===== config.mk =====
export PLATFORM = sky130hd
export DESIGN_NAME = player_motion_ctrl
export DESIGN_NICKNAME = d
export VERILOG_FILES = /design/src/rtl/player_pkg.sv /design/src/rtl/player_motion_ctrl_cell_probe.sv /design/src/rtl/player_motion_ctrl.sv
export SDC_FILE = /design/constraint.sdc
export NUM_CORES = 1
export LEC_CHECK = 0
export BUFFER_PORTS_ARGS = -buffer_cell sky130_fd_sc_hd__buf_2
export CORE_MARGIN = 10
export CORE_UTILIZATION = 40
export DETAILED_ROUTE_END_ITERATION = 10
export PLACE_DENSITY = 0.6
export SLEW_MARGIN = 0
export SYNTH_ARGS = -nofsm -noshare
export SYNTH_HDL_FRONTEND = slang
export SYNTH_SLANG_ARGS = --single-unit

===== constraint.sdc =====
create_clock -name clock -period 4.19 [get_ports clock]
set_input_delay 0.6285 -clock clock [delete_from_list [all_inputs] [get_ports clock]]
set_output_delay 0.6285 -clock clock [all_outputs]
set_load 0.01 [all_outputs]

===== src/rtl/player_pkg.sv =====
// -----------------------------------------------------------------------------
// player_pkg
// Shared definitions for the player movement engine: default widths, the
// empty-cell code returned by the map, the update FSM state encoding and the
// quarter-turn helper used for strafe direction lookups.
// -----------------------------------------------------------------------------
package player_pkg;

  localparam int X_W_DEF         = 14;
  localparam int Y_W_DEF         = 13;
  localparam int ANG_W_DEF       = 8;
  localparam int CELL_SHIFT_DEF  = 8;
  localparam int TURN_STEP_DEF   = 2;
  localparam int SPEED_SHIFT_DEF = 0;
  localparam int TICK_CYCLES_DEF = 1000000;

  localparam logic [2:0] CELL_EMPTY = 3'd0;

  localparam int QUARTER_TURN = 2 ** (ANG_W_DEF - 2);

  typedef enum logic [3:0] {
    S_IDLE    = 4'd0,
    S_EVAL    = 4'd1,
    S_FWD_VEC = 4'd2,
    S_STR_VEC = 4'd3,
    S_ADDR_X  = 4'd4,
    S_READ_X  = 4'd5,
    S_ADDR_Y  = 4'd6,
    S_READ_Y  = 4'd7,
    S_DONE    = 4'd8
  } state_t;

  // Quarter of a full turn for an angle field of the given width.
  function automatic int quarter_turn(input int ang_w);
    return 1 << (ang_w - 2);
  endfunction

endpackage


===== src/rtl/player_motion_ctrl_cell_probe.sv =====
// -----------------------------------------------------------------------------
// cell_probe
// One map probe, reused for the x and then the y axis. On load it registers
// the cell address (held stable until the next load) together with the
// candidate's overflow flag. The map answers one cycle after the address, so
// accept is meaningful in the cycle following the address cycle.
//
// Ports:
//   clock, reset   system clock, synchronous active-high reset
//   load           capture cell_x/cell_y/ovf this cycle
//   cell_x, cell_y cell address to probe
//   ovf            candidate position fell outside the map range
//   grid_out       cell type from the map memory
//   grid_x, grid_y registered cell address towards the map memory
//   accept         cell is empty and the candidate did not overflow
// -----------------------------------------------------------------------------
module cell_probe
  import player_pkg::*;
#(
  parameter int GX_W = 6,
  parameter int GY_W = 5
) (
  input  logic            clock,
  input  logic            reset,
  input  logic            load,
  input  logic [GX_W-1:0] cell_x,
  input  logic [GY_W-1:0] cell_y,
  input  logic            ovf,
  input  logic [2:0]      grid_out,
  output logic [GX_W-1:0] grid_x,
  output logic [GY_W-1:0] grid_y,
  output logic            accept
);

  logic ovf_held;

  always_ff @(posedge clock) begin
    if (reset) begin
      grid_x   <= '0;
      grid_y   <= '0;
      ovf_held <= 1'b0;
    end else if (load) begin
      grid_x   <= cell_x;
      grid_y   <= cell_y;
      ovf_held <= ovf;
    end
  end

  // An overflowed candidate is never accepted, whatever the aliased cell holds.
  assign accept = !ovf_held && (grid_out == CELL_EMPTY);

endmodule


===== src/rtl/player_motion_ctrl.sv =====
// -----------------------------------------------------------------------------
// player_motion_ctrl
// Once-per-frame player pose update: turn, forward/back move and strafe are
// combined into one delta (doubled while running), then each axis is checked
// against the map independently so the player slides along walls. Updates are
// rate limited by a free-running tick counter.
//
// Ports:
//   clock, reset              system clock, synchronous active-high reset
//   start / done              request one update / one-cycle completion pulse
//   key_*                     key levels, latched when the update is evaluated
//   cur_pos_x/y, cur_angle    current pose
//   next_pos_x/y, next_angle  updated pose, valid from done until next done
//   blocked_x/y               axis motion rejected in the last update
//   vec_angle -> vec_x/vec_y  shared direction lookup (combinational outside)
//   grid_x/y -> grid_out      map cell probe (one-cycle read latency outside)
// -----------------------------------------------------------------------------
module player_motion_ctrl
  import player_pkg::*;
#(
  parameter int X_W         = X_W_DEF,
  parameter int Y_W         = Y_W_DEF,
  parameter int ANG_W       = ANG_W_DEF,
  parameter int CELL_SHIFT  = CELL_SHIFT_DEF,
  parameter int TURN_STEP   = TURN_STEP_DEF,
  parameter int SPEED_SHIFT = SPEED_SHIFT_DEF,
  parameter int TICK_CYCLES = TICK_CYCLES_DEF
) (
  input  logic                    clock,
  input  logic                    reset,
  input  logic                    start,
  output logic                    done,
  input  logic                    key_right,
  input  logic                    key_left,
  input  logic                    key_fwd,
  input  logic                    key_back,
  input  logic                    key_str_l,
  input  logic                    key_str_r,
  input  logic                    key_run,
  input  logic [X_W-1:0]          cur_pos_x,
  input  logic [Y_W-1:0]          cur_pos_y,
  input  logic [ANG_W-1:0]        cur_angle,
  output logic [X_W-1:0]          next_pos_x,
  output logic [Y_W-1:0]          next_pos_y,
  output logic [ANG_W-1:0]        next_angle,
  output logic                    blocked_x,
  output logic                    blocked_y,
  output logic [ANG_W-1:0]        vec_angle,
  input  logic signed [X_W:0]     vec_x,
  input  logic signed [Y_W:0]     vec_y,
  output logic [X_W-CELL_SHIFT-1:0] grid_x,
  output logic [Y_W-CELL_SHIFT-1:0] grid_y,
  input  logic [2:0]              grid_out
);

  localparam int GX_W  = X_W - CELL_SHIFT;
  localparam int GY_W  = Y_W - CELL_SHIFT;
  // Three extra bits: sign, forward+strafe sum, run doubling.
  localparam int DX_W  = X_W + 3;
  localparam int DY_W  = Y_W + 3;
  localparam int CNT_W = (TICK_CYCLES > 1) ? $clog2(TICK_CYCLES) : 1;
  localparam logic [CNT_W-1:0] TICK_LOAD = CNT_W'(TICK_CYCLES - 1);
  localparam logic [ANG_W-1:0] TURN_AMT  = ANG_W'(TURN_STEP);
  localparam logic [ANG_W-1:0] QTR       = ANG_W'(quarter_turn(ANG_W));

  state_t state, state_nxt;
  logic [CNT_W-1:0] tick_cnt;

  // Keys and pose captured at evaluation time.
  logic k_fwd, k_back, k_str_l, k_str_r, k_run;
  logic [X_W-1:0]   pos_x;
  logic [Y_W-1:0]   pos_y;
  logic [ANG_W-1:0] ang;

  logic signed [DX_W-1:0] fwd_x;
  logic signed [DY_W-1:0] fwd_y;
  logic [X_W-1:0] cand_x;
  logic [Y_W-1:0] cand_y;
  logic move_x, move_y, ovf_y, x_ok;

  logic [ANG_W-1:0]       eval_ang, str_ang;
  logic signed [DX_W-1:0] vx_full, fwd_term_x, str_term_x, dsum_x, dx, cand_x_new;
  logic signed [DY_W-1:0] vy_full, fwd_term_y, str_term_y, dsum_y, dy, cand_y_new;
  logic ovf_x_new, ovf_y_new;
  logic [X_W-1:0] x_final;
  logic probe_load, probe_ovf, probe_accept;
  logic [GX_W-1:0] probe_cx;
  logic [GY_W-1:0] probe_cy;

  // Turned heading; right and left together cancel.
  always_comb begin
    eval_ang = cur_angle;
    if (key_right && !key_left) begin
      eval_ang = cur_angle + TURN_AMT;
    end else if (key_left && !key_right) begin
      eval_ang = cur_angle - TURN_AMT;
    end else begin
      eval_ang = cur_angle;
    end
  end

  assign str_ang = k_str_r ? (ang + QTR) : (ang - QTR);

  assign vx_full = $signed({{2{vec_x[X_W]}}, vec_x}) >>> SPEED_SHIFT;
  assign vy_full = $signed({{2{vec_y[Y_W]}}, vec_y}) >>> SPEED_SHIFT;

  // Forward term (FWD_VEC) and strafe term plus candidate positions (STR_VEC).
  always_comb begin
    fwd_term_x = '0;
    fwd_term_y = '0;
    if (k_fwd && !k_back) begin
      fwd_term_x = vx_full;
      fwd_term_y = vy_full;
    end else if (k_back && !k_fwd) begin
      fwd_term_x = -vx_full;
      fwd_term_y = -vy_full;
    end else begin
      fwd_term_x = '0;
      fwd_term_y = '0;
    end
    // The strafe direction is already encoded in the lookup angle.
    str_term_x = (k_str_l ^ k_str_r) ? vx_full : '0;
    str_term_y = (k_str_l ^ k_str_r) ? vy_full : '0;
    dsum_x     = fwd_x + str_term_x;
    dsum_y     = fwd_y + str_term_y;
    dx         = k_run ? (dsum_x <<< 1) : dsum_x;
    dy         = k_run ? (dsum_y <<< 1) : dsum_y;
    cand_x_new = $signed({3'b000, pos_x}) + dx;
    cand_y_new = $signed({3'b000, pos_y}) + dy;
    // Any bit above the position width means below zero or past the top.
    ovf_x_new  = (cand_x_new[DX_W-1:X_W] != 3'b000);
    ovf_y_new  = (cand_y_new[DY_W-1:Y_W] != 3'b000);
  end

  // The y probe runs from wherever x ended up.
  assign x_final = (move_x && probe_accept) ? cand_x : pos_x;

  // Probe address source: x probe loads leaving STR_VEC, y probe leaving READ_X.
  always_comb begin
    probe_load = 1'b0;
    probe_cx   = '0;
    probe_cy   = '0;
    probe_ovf  = 1'b0;
    if (state == S_STR_VEC) begin
      probe_load = 1'b1;
      probe_cx   = cand_x_new[X_W-1:CELL_SHIFT];
      probe_cy   = pos_y[Y_W-1:CELL_SHIFT];
      probe_ovf  = ovf_x_new;
    end else if (state == S_READ_X) begin
      probe_load = 1'b1;
      probe_cx   = x_final[X_W-1:CELL_SHIFT];
      probe_cy   = cand_y[Y_W-1:CELL_SHIFT];
      probe_ovf  = ovf_y;
    end else begin
      probe_load = 1'b0;
    end
  end

  cell_probe #(
    .GX_W(GX_W),
    .GY_W(GY_W)
  ) u_probe (
    .clock   (clock),
    .reset   (reset),
    .load    (probe_load),
    .cell_x  (probe_cx),
    .cell_y  (probe_cy),
    .ovf     (probe_ovf),
    .grid_out(grid_out),
    .grid_x  (grid_x),
    .grid_y  (grid_y),
    .accept  (probe_accept)
  );

  // Next-state logic.
  always_comb begin
    state_nxt = state;
    case (state)
      S_IDLE:    state_nxt = start ? S_EVAL : S_IDLE;
      S_EVAL:    state_nxt = (tick_cnt != '0) ? S_DONE : S_FWD_VEC;
      S_FWD_VEC: state_nxt = S_STR_VEC;
      S_STR_VEC: state_nxt = S_ADDR_X;
      S_ADDR_X:  state_nxt = S_READ_X;
      S_READ_X:  state_nxt = S_ADDR_Y;
      S_ADDR_Y:  state_nxt = S_READ_Y;
      S_READ_Y:  state_nxt = S_DONE;
      S_DONE:    state_nxt = S_IDLE;
      default:   state_nxt = S_IDLE;
    endcase
  end

  // State register and done pulse (high exactly while in DONE).
  always_ff @(posedge clock) begin
    if (reset) begin
      state <= S_IDLE;
      done  <= 1'b0;
    end else begin
      state <= state_nxt;
      done  <= (state_nxt == S_DONE);
    end
  end

  // Rate limiter: reloaded by an accepted evaluation, otherwise counts down.
  always_ff @(posedge clock) begin
    if (reset) begin
      tick_cnt <= '0;
    end else if ((state == S_EVAL) && (tick_cnt == '0)) begin
      tick_cnt <= TICK_LOAD;
    end else if (tick_cnt != '0) begin
      tick_cnt <= tick_cnt - 1'b1;
    end
  end

  // Update datapath; results only move into next_*/blocked_* on entry to DONE.
  always_ff @(posedge clock) begin
    if (reset) begin
      k_fwd      <= 1'b0;
      k_back     <= 1'b0;
      k_str_l    <= 1'b0;
      k_str_r    <= 1'b0;
      k_run      <= 1'b0;
      pos_x      <= '0;
      pos_y      <= '0;
      ang        <= '0;
      fwd_x      <= '0;
      fwd_y      <= '0;
      cand_x     <= '0;
      cand_y     <= '0;
      move_x     <= 1'b0;
      move_y     <= 1'b0;
      ovf_y      <= 1'b0;
      x_ok       <= 1'b0;
      vec_angle  <= '0;
      next_pos_x <= '0;
      next_pos_y <= '0;
      next_angle <= '0;
      blocked_x  <= 1'b0;
      blocked_y  <= 1'b0;
    end else begin
      case (state)
        S_EVAL: begin
          k_fwd   <= key_fwd;
          k_back  <= key_back;
          k_str_l <= key_str_l;
          k_str_r <= key_str_r;
          k_run   <= key_run;
          pos_x   <= cur_pos_x;
          pos_y   <= cur_pos_y;
          if (tick_cnt != '0) begin
            next_pos_x <= cur_pos_x;
            next_pos_y <= cur_pos_y;
            next_angle <= cur_angle;
            blocked_x  <= 1'b0;
            blocked_y  <= 1'b0;
          end else begin
            ang       <= eval_ang;
            vec_angle <= eval_ang;
          end
        end
        S_FWD_VEC: begin
          fwd_x     <= fwd_term_x;
          fwd_y     <= fwd_term_y;
          vec_angle <= str_ang;
        end
        S_STR_VEC: begin
          cand_x <= cand_x_new[X_W-1:0];
          cand_y <= cand_y_new[Y_W-1:0];
          move_x <= (dx != '0);
          move_y <= (dy != '0);
          ovf_y  <= ovf_y_new;
        end
        S_READ_X: begin
          x_ok <= move_x && probe_accept;
        end
        S_READ_Y: begin
          next_pos_x <= x_ok ? cand_x : pos_x;
          next_pos_y <= (move_y && probe_accept) ? cand_y : pos_y;
          next_angle <= ang;
          blocked_x  <= move_x && !x_ok;
          blocked_y  <= move_y && !probe_accept;
        end
        default: begin
        end
      endcase
    end
  end

endmodule


# After elaboration in Yosys (flattened, before gate mapping)
# Index checks and enable logic that the tools add are counted.
[word_totals]
ff_bits = 186
word_cells = 122
out_inout_bits = 57
[op_classes]
mux = 38
n_addsub = 11
n_eq_ne = 10
n_bitwise = 2
n_reduce_logical = 32
[op_table]
columns = ["cell", "count"]
rows = [
  ["$mux W17", 4],
  ["$mux W16", 4],
  ["$mux W14", 3],
  ["$mux W20", 2],
  ["$mux W8", 5],
  ["$pmux W4 S8", 1],
  ["$pmux W8 S2", 2],
  ["$pmux W14 S2", 1],
  ["$mux W13", 2],
  ["$pmux W13 S2", 1],
  ["$logic_not A20 Y1", 1],
  ["$reduce_bool A20 Y1", 1],
  ["$sub A20 B1 Y20 const B", 1],
  ["$add A15 B17 Y17", 1],
  ["$add A17 B17 Y17", 1],
  ["$neg A15 Y17", 1],
  ["$reduce_bool A17 Y1", 1],
  ["$add A14 B16 Y16", 1],
  ["$add A16 B16 Y16", 1],
  ["$eq A4 B3 Y1 const B", 4],
  ["$neg A14 Y16", 1],
  ["$reduce_bool A16 Y1", 1],
  ["$mux W6", 2],
  ["$logic_and A1 B1 Y1", 10],
  ["other kinds (21)", 41],
]

# Longest topological paths before layout
# Gate-level depths: netlist of run 1.
[logic_depth]
ltp_word = 7
ltp_mapped = 21
ltp_nobuf = 21

# Modules after synthesis
# Synthesis of run 1 repeated with hierarchy kept, for this count alone.
[hier_totals]
cells_unflattened = 1483
hier_area_um2 = 11518.5
[modules_own_cells]
columns = ["module", "n_inst", "area_per_inst_um2", "cells_each"]
rows = [
  ["player_motion_ctrl", 1, 11091.9, 1444],
  ["cell_probe", 1, 426.7, 39],
]

# Least setup slack after synthesis of run 1
# OpenSTA, ideal clock, no wires.
[synth_timing]
kind = "register to register"
startpoint = "reg k_str_r"
endpoint = "reg ovf_y"
n_path_buf = 1
t_required_ns = 4.073
slack_ns = 0.013
t_arrival_ns = 4.059
path_stages_with_launch = 19
path_cell_list = "dfxtp_1 > xor2_2 > clkbuf_1 > and2_1 > ha_1 > nand3_1 > o2111ai_1 > a21o_1 > a21o_1 > xor2_1 > mux2_2 > ha_1 > and3_1 > a21o_1 > a211o_1 > nor2_1 > mux2i_1 > or3_1 > a32o_1"
[synth_via]
elab_chain_cells = 6
[synth_lines]
columns = ["element", "line_no", "rtl"]
rows = [
  ["start: declaration", "player_motion_ctrl.sv:70", "logic k_fwd, k_back, k_str_l, k_str_r, k_run;"],
  ["start signal: assignment", "player_motion_ctrl.sv:245", "k_str_r <= key_str_r;"],
  ["$xor A1 B1 Y1", "player_motion_ctrl.sv:123", "str_term_y = (k_str_l ^ k_str_r) ? vy_full : '0;"],
  ["$mux W16", "player_motion_ctrl.sv:123", ""],
  ["$add A16 B16 Y16", "player_motion_ctrl.sv:125", "dsum_y = fwd_y + str_term_y;"],
  ["$mux W16", "player_motion_ctrl.sv:127", "dy = k_run ? (dsum_y <<< 1) : dsum_y;"],
  ["$add A14 B16 Y16", "player_motion_ctrl.sv:129", "cand_y_new = $signed({3'b000, pos_y}) + dy;"],
  ["$reduce_bool A3 Y1", "player_motion_ctrl.sv:132", "ovf_y_new = (cand_y_new[DY_W-1:Y_W] != 3'b000);"],
  ["end signal: assignment", "player_motion_ctrl.sv:270", "ovf_y <= ovf_y_new;"],
  ["end: declaration", "player_motion_ctrl.sv:79", "logic move_x, move_y, ovf_y, x_ok;"],
]
# No other way between the ends.
# A chain may end at the register's enable or synchronous reset.

# Worst setup path after layout of run 1
# Same ends and word-level chain as after synthesis.

==> results of run 1 <==
power groups by stage:
stage	registers [mW]	clock network (mW)	logic, mW
3_3_place_gp	2.08	0	1.47
6_report	2.05	1.66	1.61
2_1_floorplan	2.07	0	0.984
4_1_cts	2.05	1.70	1.54
3_5_place_dp	2.09	0	1.50
5_1_grt	2.08	1.77	1.79
metrics by stage:
| stage | hold WS (ns) | power [mW] | TNS [ns] | util (%) | area, um2 |
|---|---|---|---|---|---|
| after floorplan | 0.4276 | 3.052 | 0 | - | 11660 |
| after global placement | 0.4335 | 3.550 | -0.4494 | 47.03 | 13500 |
| after detailed placement | 0.4414 | 3.582 | -1.141 | 47.03 | 13500 |
| after CTS | 0.3798 | 5.289 | 0 | 50.10 | 14380 |
| after global routing | 0.4061 | 5.634 | -0.4915 | 52.01 | 14930 |
| final | 0.3976 | 5.330 | 0 | 52.01 | 14930 |
worst min-delay path, delay by kind of cell:
family | cells | cell delay [ns]
AO/OA/AOI/OAI | 1 | 0.05
buffers and inverters | 1 | 0.09
AND/OR/NAND/NOR | 1 | 0.04
layout make-up:
class | count | area [um2] | area share, %
multi-input cells | 1172 | 8164 | 54.69
flip-flops and latches | 186 | 3731 | 24.99
repair buffers | 284 | 1851 | 12.40
well taps | 384 | 480.5 | 3.219
clock buffers | 17 | 425.4 | 2.850
clock inverters | 15 | 168.9 | 1.132
inverters | 28 | 105.1 | 0.7040
diodes | 1 | 2.502 | 0.01676
registers in the layout, summed over array words and instances, names as in the netlist, 4 cells and up:
| signal | count |
|---|---|
| tick_cnt | 20 |
| fwd_x | 17 |
| fwd_y | 16 |
| cand_x | 14 |
| next_pos_x | 14 |
| pos_x | 14 |
| cand_y | 13 |
| next_pos_y | 13 |
| pos_y | 13 |
| ang | 8 |
| next_angle | 8 |
| vec_angle | 8 |
| u_probe.grid_x | 6 |
| u_probe.grid_y | 5 |
| state | 4 |
kinds of logic (layout without fill, tap and decap cells):
group           count (synthesis)  in the layout
other cells                     0              1
xor+xnor                       81             81
flops                         186            186
fa+ha+maj                      70             70
buf+inv                       109            344
simple gates                  571            571
compound gates                387            387
mux                            63             63
per-layer routing:
| layer | part of all wire (%) | global-route usage, % | up-vias |
|---|---|---|---|
| li1 | - | - | 5734 |
| met1 | 50 | 26.79 | 5322 |
| met2 | 44 | 28.69 | 257 |
| met3 | 4.9 | 3.292 | 20 |
| met4 | 0.97 | 4.028 | 0 |
| met5 | 0 | 0 | - |
how the worst max path moves through the flow:
stage,startpoint,to,slack [ns],cells past startpoint
4_1_cts,k_str_r,ovf_y,0.002,18
5_1_grt,k_str_r,ovf_y,-0.20,17
3_3_place_gp,vec_x[0],u_probe.ovf_held,-0.24,20
6_report,k_str_r,ovf_y,0.04,17
2_1_floorplan,k_str_r,ovf_y,0.01,18
3_5_place_dp,vec_x[0],u_probe.ovf_held,-0.40,20
placed cells by master (no fill, tap or decap), types with 8 or more instances in the layout:
| cell type | n |
|---|---|
| a221oi_1 | 11 |
| nand2b_1 | 10 |
| nand2_1 | 196 |
| xnor2_1 | 44 |
| nor2b_1 | 26 |
| nor4_1 | 14 |
| mux2i_1 | 44 |
| ha_4 | 16 |
| a21oi_1 | 112 |
| o211ai_1 | 9 |
| nor2_1 | 128 |
| a21oi_2 | 18 |
| dfxtp_1 | 184 |
| ha_1 | 49 |
| buf_2 | 132 |
| mux2_2 | 16 |
| o21ai_1 | 9 |
| buf_4 | 146 |
| and3_1 | 19 |
| a21o_1 | 19 |
| nand3_1 | 26 |
| a22oi_1 | 29 |
| xor2_1 | 26 |
| clkbuf_16 | 17 |
| or3_1 | 8 |
| inv_1 | 26 |
| a31oi_1 | 12 |
| a211oi_1 | 86 |
| o21ai_2 | 8 |
| o21ai_0 | 19 |
| nor3_1 | 43 |
| or4_1 | 9 |
| and2_1 | 34 |
repair_timing:
item | in CTS | in global routing
hold buffers | 0 | 0
pin swaps | 18 | 56
gates resized for setup | 43 | 77
cloned | 0 | 0
setup buffers | 8 | 17
endpoints found under the setup margin | 4 | 9
==> flow_summary.toml, run 1 <==
[synthesis]
synth.yosys.seq_area_share_pct = 31.93
post-synth-top-count-cell = "nand2_1"
yosys.area.top_type_share_pct = 31.93
synth_warnings = 0
synth_top_flop_cell = "dfxtp_1"
netlist_top_cells_area = "dfxtp_1 (32%), ha_1 (7.1%), nand2_1 (6.5%)"
synth_top_family_by_area = "simple AND/OR/NAND/NOR gates"
yosys-top-cells-count = "nand2_1 (201), dfxtp_1 (186), nor2_1 (137)"
synth_area_leader_cell = "dfxtp_1"
ys_async_sr_fraction_pct = 0
synth_area_per_cell_um2 = 7.950
synth_xor_area_share_pct = 6.212
ys_seq_elements = 186
synth_compound_area_share_pct = 21.79
syn_nets = 1614
synth-simple-area-share_pct = 23.07
synthMuxAreaShare_pct = 5.611
synth-edff-count = 0
synth_cells = 1467
syn_area_um2 = 11660
synthAdderAreaFrac_pct = 7.767
synth_cell_type_count = 71

[route]
first_iter_violations = 743
wl_mm = 35.59
drt-vias-per-instance = 5.430
ant_nets = 0
wl_per_cell_um = 17.05
drtPass1Iterations = 5
drc = 0
via_count = 11330

[critical_path]
criticalPathCategory = "reg2reg"
path_buf_inv = 1
cpMostUsedCell = "mux2i_1"
r2r_slack_ns = 0.04
start_kind = "flip-flop"
cp_cell_sequence = "xnor2_4 > nor2_4 > ha_4 > fa_2 > a211oi_4 > o21ai_2 > buf_4 > a311oi_4 > xor2_2 > mux2i_1 > ha_1 > and3_1 > a211o_1 > nor2_1 > mux2i_1 > or3_1 > a32o_1"
crit_slowest_cell = "fa_2"
arrival_ns = 4.50
worstReg2RegStart = "k_str_r"
cp_top_family = "compound AO/OA/AOI/OAI gates"
r2r_cells = 17
crit_path_end_kind = "flip-flop"
slowest_delay_ns = 0.40
required_ns = 4.53
crit_fanout = 4
r2r-end = "ovf_y"

[layout]
final_nets = 1836
synthToLayoutAreaGrowth_pct = 28.00
n_fill_cell = 2777
drive_gt1_share_pct = 26.15
instances_no_fill = 2087

[clock_tree]
cts_made_buffers = 17
htree_num_levels = 4
clock_latency_ns = 0.45
cts_tree = "yes"
path_clk_slew_ns = 0.08
cts.path.max_buffers = 2
clock-sinks = 186
cts_root_buf = "clkbuf_16"

[placement]
numPortBuffers = 133
place.gp.congestion = 0.8536
dpl.cell_count = 2029
pre_cts_slack_ns = -0.3985
dp_hpwl_mm = 25.78

[hold_path]
hold_end = "k_str_l"
min-delay-start = "key_str_l"
hold_depth = 3
min_path_type = "in2reg"

[sta]
rsz0062_at_grt = "true"
fmax_mhz = 240.7
min_period_ns = 4.154
worst_pin_slew_ns = 1.047
slew_headroom_pct = 29.93
period_share_pct = 99.14
fin_worst_skew_ns = 0.01505
drv_slew = 0
final_hold_viol_count = 0
setup_viol = 0
layout_setup_ws_ns = 0.03585

[floorplanning]
rows = 62
io_pins = 134
die_h_um = 190.8
die_w_um = 190.8
dieArea_um2 = 36390
start_util_pct = 40.63
coreArea_um2 = 28700

[power_and_ir_drop]
clockPowerShare_pct = 31.2
p_leak_nw = 6.472
power_density_nw_per_um2 = 357.0
internal-power_mw = 3.469
switchingPower_mw = 1.861
switching_share_pct = 34.91
vdd_drop_max_uv = 282.8
power_frac_seq_pct = 38.5
p_comb_share_pct = 30.3

[grt]
track_usage_pct = 18.74
grt.overflow.total = 0
grt_pass1_wl_mm = 56.11
antenna_found_initial = 1
grt_start_max_net_pins = 97
grt_pass1_vias = 10710

[outcome]
status = "completed"

[flow_run]
cap_viol_max_count = 0
Power figures use the tool's default switching activity.
==> inputs of run 2 (changes only) <==
--- a/config.mk
+++ b/config.mk
@@ -6,10 +6,13 @@
 export NUM_CORES = 1
 export LEC_CHECK = 0
 export BUFFER_PORTS_ARGS = -buffer_cell sky130_fd_sc_hd__buf_2
+export CELL_PAD_IN_SITES_DETAIL_PLACEMENT = 2
+export CELL_PAD_IN_SITES_GLOBAL_PLACEMENT = 2
 export CORE_MARGIN = 10
-export CORE_UTILIZATION = 40
+export CORE_UTILIZATION = 32
+export CTS_CLUSTER_DIAMETER = 120
 export DETAILED_ROUTE_END_ITERATION = 10
-export PLACE_DENSITY = 0.6
+export PLACE_DENSITY = 0.77
 export SLEW_MARGIN = 0
 export SYNTH_ARGS = -nofsm -noshare
 export SYNTH_HDL_FRONTEND = slang
==> run 2 against run 1 <==
The run now ends with negative setup slack left. Flip-flop and latch count stayed put. Cell area up 4.8%. Critical path depth increased by 2. Count of clock-buffer cells in the layout rose by 2. Worst setup slack got worse by 0.68 ns. Non-clock buffer count up 33. Largest cell class unchanged. Clock power increased by 3%. Total power is 8.3% higher.
==> flow_summary.toml, run 2 (same netlist as run 1, synthesis figures left out) <==
[clock_tree]
clock_latency_ns = 0.49
path_clk_slew_ns = 0.09
cts_root_buf = "clkbuf_16"
clock-sinks = 186
htree_num_levels = 4
cts_made_buffers = 17
holdBufCountCts = 0
cts.path.max_buffers = 2
cts_tree = "yes"

[critical_path]
path_buf_inv = 4
r2r_cells = 19
slowest_delay_ns = 0.42
required_ns = 4.56
worstReg2RegStart = "k_str_r"
r2r-end = "ovf_y"
arrival_ns = 5.21
crit_path_end_kind = "flip-flop"
crit_fanout = 6
r2r_slack_ns = -0.64
start_kind = "flip-flop"
crit_slowest_cell = "ha_1"
criticalPathCategory = "reg2reg"
cp_top_family = "simple AND/OR/NAND/NOR gates"
cp_cell_sequence = "buf_6 > xor2_4 > buf_12 > buf_6 > buf_4 > and2_1 > ha_4 > or3_4 > a2111oi_4 > nor2_2 > xnor2_2 > mux2i_1 > ha_1 > and3_1 > a211o_1 > nor2_1 > mux2i_1 > or3_1 > a32o_1"

[grt]
track_usage_pct = 23.04
grt_pass1_vias = 13770
grt.overflow.total = 0
grt_pass1_wl_mm = 82.01
grt_start_max_net_pins = 84
antenna_found_initial = 1

[power_and_ir_drop]
power_frac_seq_pct = 36.1
vdd_drop_max_uv = 324.7
switchingPower_mw = 2.194
p_comb_share_pct = 34.3
internal-power_mw = 3.581
p_total_mw = 5.775
p_leak_nw = 6.713
clockPowerShare_pct = 29.6
power_density_nw_per_um2 = 369.3
switching_share_pct = 37.99

[placement]
pre_cts_slack_ns = -0.7128
numPortBuffers = 133
dp_hpwl_mm = 34.09
place.gp.congestion = 0.8184

[sta]
min_period_ns = 4.832
slew_headroom_pct = 27.86
worst_pin_slew_ns = 1.081
final_hold_viol_count = 0
setup_viol = 16
fin_worst_skew_ns = 0.02373
layout_setup_ws_ns = -0.6423
period_share_pct = 115.3
drv_slew = 0
rsz0062_at_grt = "true"
fmax_mhz = 206.9

[layout]
layout_commonest_cell = "nand2_1"
biggestRegsByFlops = "tick_cnt x20, fwd_x x17, fwd_y x16"
multiInputGateArea_um2 = 8516
regArea_um2 = 3731
layout_common_cells = "nand2_1 (192), dfxtp_1 (184), buf_4 (169)"
n_fill_cell = 3991
regMostFlops = "tick_cnt"
utilization_pct = 43.75
drive_gt1_share_pct = 30.33
synthToLayoutAreaGrowth_pct = 34.09
largest_reg_flops = 20
final_nets = 1869

[hold_path]
min-delay-start = "key_str_l"
min_path_type = "in2reg"
hold_end = "k_str_l"
hold_depth = 3

[route]
drc = 0
wl_mm = 60.99
drt-vias-per-instance = 5.930
ant_nets = 0
first_iter_violations = 841
via_count = 13020
wl_per_cell_um = 27.77
drtPass1Iterations = 5

[floorplanning]
io_pins = 134
die_h_um = 210.9
coreArea_um2 = 35740
dieArea_um2 = 44480
start_util_pct = 32.63
die_w_um = 210.9
rows = 69

[outcome]
status = "finished with violations"
violations = "negative setup slack"

[flow_run]
cap_viol_max_count = 0
## run 2: metal layers
layer	global-route usage (%)	share of wire [%]	wire (um)
met1	28.95	42	25640
met2	39.43	48	29400
met3	3.116	4.9	2959
met4	8.367	4.9	2989
met5	0	0	0
## run 2: how the worst max path moves through the flow
stage	slack, ns	cells past startpoint	endpoint	start
floorplan	0.01	18	ovf_y	k_str_r
detailed placement	-0.71	20	u_probe.ovf_held	vec_x[0]
global route	-0.73	18	ovf_y	k_str_l
CTS	-0.11	21	u_probe.ovf_held	k_str_l
global placement	-0.30	20	u_probe.ovf_held	vec_x[0]
finish	-0.64	19	ovf_y	k_str_r
## run 2: area by class of cell
cell class                      count  share of cell area (%)
Sequential cell                   186                   23.86
Inverter                           28                  0.6721
Clock inverter                     12                  0.7361
Clock buffer                       19                   2.896
Tap cell                          461                   3.688
Timing Repair Buffer              317                   13.68
Multi-Input combinational cell   1172                   54.45
Antenna cell                        1                 0.01600
## run 2: timing repair
action / 4_1_cts / 5_1_grt
pin swaps: 32 / 67
gates cloned: 1 / 0
gates resized for setup: 96 / 108
setup endpoints to repair: 14 / 17
setup buffers: 12 / 26
## run 2: power groups by stage
stage / clock, mW / combinational (mW) / sequential [mW]
CTS: 1.69 / 1.68 / 2.06
global route: 1.79 / 2.12 / 2.10
detailed placement: 0 / 1.59 / 2.10
global placement: 0 / 1.50 / 2.08
floorplan: 0 / 0.984 / 2.07
finish: 1.71 / 1.98 / 2.09
## run 2: through the flow
step / hold WS (ns) / cell area [um2] / TNS [ns] / std cells
finish: 0.3608 / 15640 / -5.887 / 2196
global route: 0.3673 / 15640 / -7.708 / 2196
CTS: 0.3771 / 14850 / -0.1849 / 2169
detailed placement: 0.4472 / 13730 / -3.908 / 2125
global placement: 0.4359 / 13730 / -0.6038 / 2125
floorplan: 0.4276 / 11660 / 0 / 1467
## run 2: worst register-to-register path, stage by stage, from the launching register on
cell and delay, ns:
dfxtp_4 0.38, buf_6 0.14, xor2_4 0.18, buf_12 0.14, buf_6 0.13, buf_4 0.15, and2_1 0.21, ha_4 0.18
or3_4 0.39, a2111oi_4 0.41, nor2_2 0.12, xnor2_2 0.23, mux2i_1 0.18, ha_1 0.42, and3_1 0.22, a211o_1 0.33
nor2_1 0.15, mux2i_1 0.12, or3_1 0.40, a32o_1 0.25
==> inputs of run 3 (changes only) <==
--- a/config.mk
+++ b/config.mk
@@ -13,6 +13,7 @@
 export CTS_CLUSTER_DIAMETER = 120
 export DETAILED_ROUTE_END_ITERATION = 10
 export PLACE_DENSITY = 0.77
+export SETUP_SLACK_MARGIN = 0.2
 export SLEW_MARGIN = 0
 export SYNTH_ARGS = -nofsm -noshare
 export SYNTH_HDL_FRONTEND = slang
==> run 3 against run 2 <==
The flow still finishes with violations (negative setup slack). Maximum frequency is 11% higher. Global-route usage is 1.9 points lower. Combinational power is 11% lower. Largest cell class unchanged. Largest power group unchanged. Highest routed layer unchanged.
==> flow_summary.toml, run 3 (same netlist as run 1, synthesis figures left out) <==
[outcome]
status = "finished with violations"
violations = "negative setup slack"

[floorplanning]
rows = 69
start_util_pct = 32.63
die_h_um = 210.9
io_pins = 134
dieArea_um2 = 44480
die_w_um = 210.9
coreArea_um2 = 35740

[layout]
regMostFlops = "tick_cnt"
synthToLayoutAreaGrowth_pct = 28.78
largest_reg_flops = 20
biggestRegsByFlops = "tick_cnt x20, fwd_x x17, fwd_y x16"
antenna_cells = 0
layout_common_cells = "nand2_1 (197), dfxtp_1 (184), buf_4 (134)"
regArea_um2 = 3731
n_fill_cell = 4019
instances_no_fill = 2152
final_nets = 1825
multiInputGateArea_um2 = 8275
layout_commonest_cell = "nand2_1"
drive_gt1_share_pct = 26.97

[critical_path]
crit_fanout = 4
required_ns = 4.54
crit_path_end_kind = "flip-flop"
start_kind = "flip-flop"
criticalPathCategory = "reg2reg"
arrival_ns = 4.71

[sta]
fmax_mhz = 229.4
final_hold_viol_count = 0
worst_pin_slew_ns = 1.018
setup_viol = 6
drv_slew = 0
fin_worst_skew_ns = 0.01495
min_period_ns = 4.359
layout_setup_ws_ns = -0.1694
rsz0062_at_grt = "true"
period_share_pct = 104.0
slew_headroom_pct = 32.05
final.setup.tns_ns = -0.5790

[placement]
pre_cts_slack_ns = -0.2904
dp_hpwl_mm = 33.61
numPortBuffers = 133
dpl.cell_count = 2090
place.gp.congestion = 0.8750

[clock_tree]
cts_root_buf = "clkbuf_16"
clock_latency_ns = 0.47
path_clk_slew_ns = 0.08
cts_tree = "yes"
holdBufCountCts = 0
cts_made_buffers = 17
htree_num_levels = 4
cts.path.max_buffers = 2
clock-sinks = 186

[route]
drt-vias-per-instance = 5.612
via_count = 12080
wl_per_cell_um = 23.46
ant_nets = 0
drc = 0
drtPass1Iterations = 5
first_iter_violations = 627
wl_mm = 50.48

[flow_run]
cap_viol_max_count = 0

[power_and_ir_drop]
p_leak_nw = 6.426
vdd_drop_max_uv = 305.1
switchingPower_mw = 2.026
switching_share_pct = 37.02
clockPowerShare_pct = 29.9
power_frac_seq_pct = 37.8
p_comb_share_pct = 32.4
p_total_mw = 5.473
internal-power_mw = 3.447
power_density_nw_per_um2 = 364.4

[grt]
antenna_found_initial = 0
grt_pass1_wl_mm = 75.57
grt.overflow.total = 0
track_usage_pct = 21.13
grt_pass1_vias = 13090
grt_start_max_net_pins = 94

[hold_path]
min_path_type = "in2reg"
## run 3: cell types whose count changed in the layout (fill, tap and decap cells not counted), moves of 4 or more
cell | previous run | this run
and2_1 | 24 | 31
and2_4 | 9 | 3
a21oi_1 | 109 | 105
ha_4 | 24 | 15
buf_4 | 169 | 134
ha_1 | 38 | 45
nand2_1 | 192 | 197
buf_6 | 12 | 4
## run 3: worst max-delay path, cell delays in order (launching register included)
cell,delay [ns]
dfxtp_4,0.39
xnor2_4,0.25
nor2_2,0.09
ha_2,0.19
fa_2,0.38
a211o_1,0.34
buf_4,0.16
a21o_1,0.18
a21oi_2,0.18
xnor2_2,0.12
mux2_4,0.29
ha_4,0.29
nor2_1,0.05
o21ai_2,0.17
o21ai_2,0.11
o31ai_2,0.24
buf_4,0.17
o21ai_2,0.05
nand2b_1,0.14
nand4_1,0.17
a21oi_2,0.21
o32ai_1,0.08
## run 3: path summary, 6_finish.rpt
check | cells past startpoint | from | slack [ns] | endpoint
worst max-delay path | 21 | k_str_l | -0.17 | u_probe.ovf_held
worst min-delay path | 3 | key_str_r | 0.39 | k_str_r
worst max register to register | 21 | k_str_l | -0.17 | u_probe.ovf_held
worst min register to register | 2 | cand_y[3] | 0.46 | cand_y[3]
## run 3: routing by layer
metal / track usage [%] / vias up / share of wire, %
met5: 0 / - / 0
met4: 5.270 / 0 / 1.8
met3: 3.116 / 53 / 3.3
met2: 36.23 / 202 / 49
met1: 27.22 / 6137 / 45
li1: - / 5686 / -
## run 3: area by class of cell
type	instances	share of cell area, %
inverters	28	0.6998
clock inverters	14	0.8664
well taps	461	3.840
repair buffers	273	11.80
flip-flops and latches	186	24.84
multi-input cells	1172	55.10
clock buffers	18	2.857
## run 3: stage by stage
stage | utilization (%) | hold WS [ns] | instance area (um2)
finish | 42.02 | 0.3875 | 15020
global placement | 38.01 | 0.4357 | 13580
global route | 42.02 | 0.4031 | 15020
CTS | 40.59 | 0.3783 | 14510
detailed placement | 38.01 | 0.4491 | 13580
floorplan | - | 0.4276 | 11770
## run 3: repair_timing
action | in CTS | in global routing
hold endpoints to repair | 0 | 0
cloned | 0 | 0
endpoints found under the setup margin | 8 | 20
resized for setup | 56 | 75
buffers inserted | 14 | 16
pin swaps | 43 | 54
## run 3: power groups by stage
stage | Clock, mW | Combinational (mW) | Sequential [mW]
after detailed placement | 0 | 1.57 | 2.10
after global routing | 1.73 | 1.95 | 2.09
after floorplan | 0 | 0.994 | 2.07
after global placement | 0 | 1.49 | 2.09
final | 1.63 | 1.77 | 2.07
after CTS | 1.66 | 1.64 | 2.06
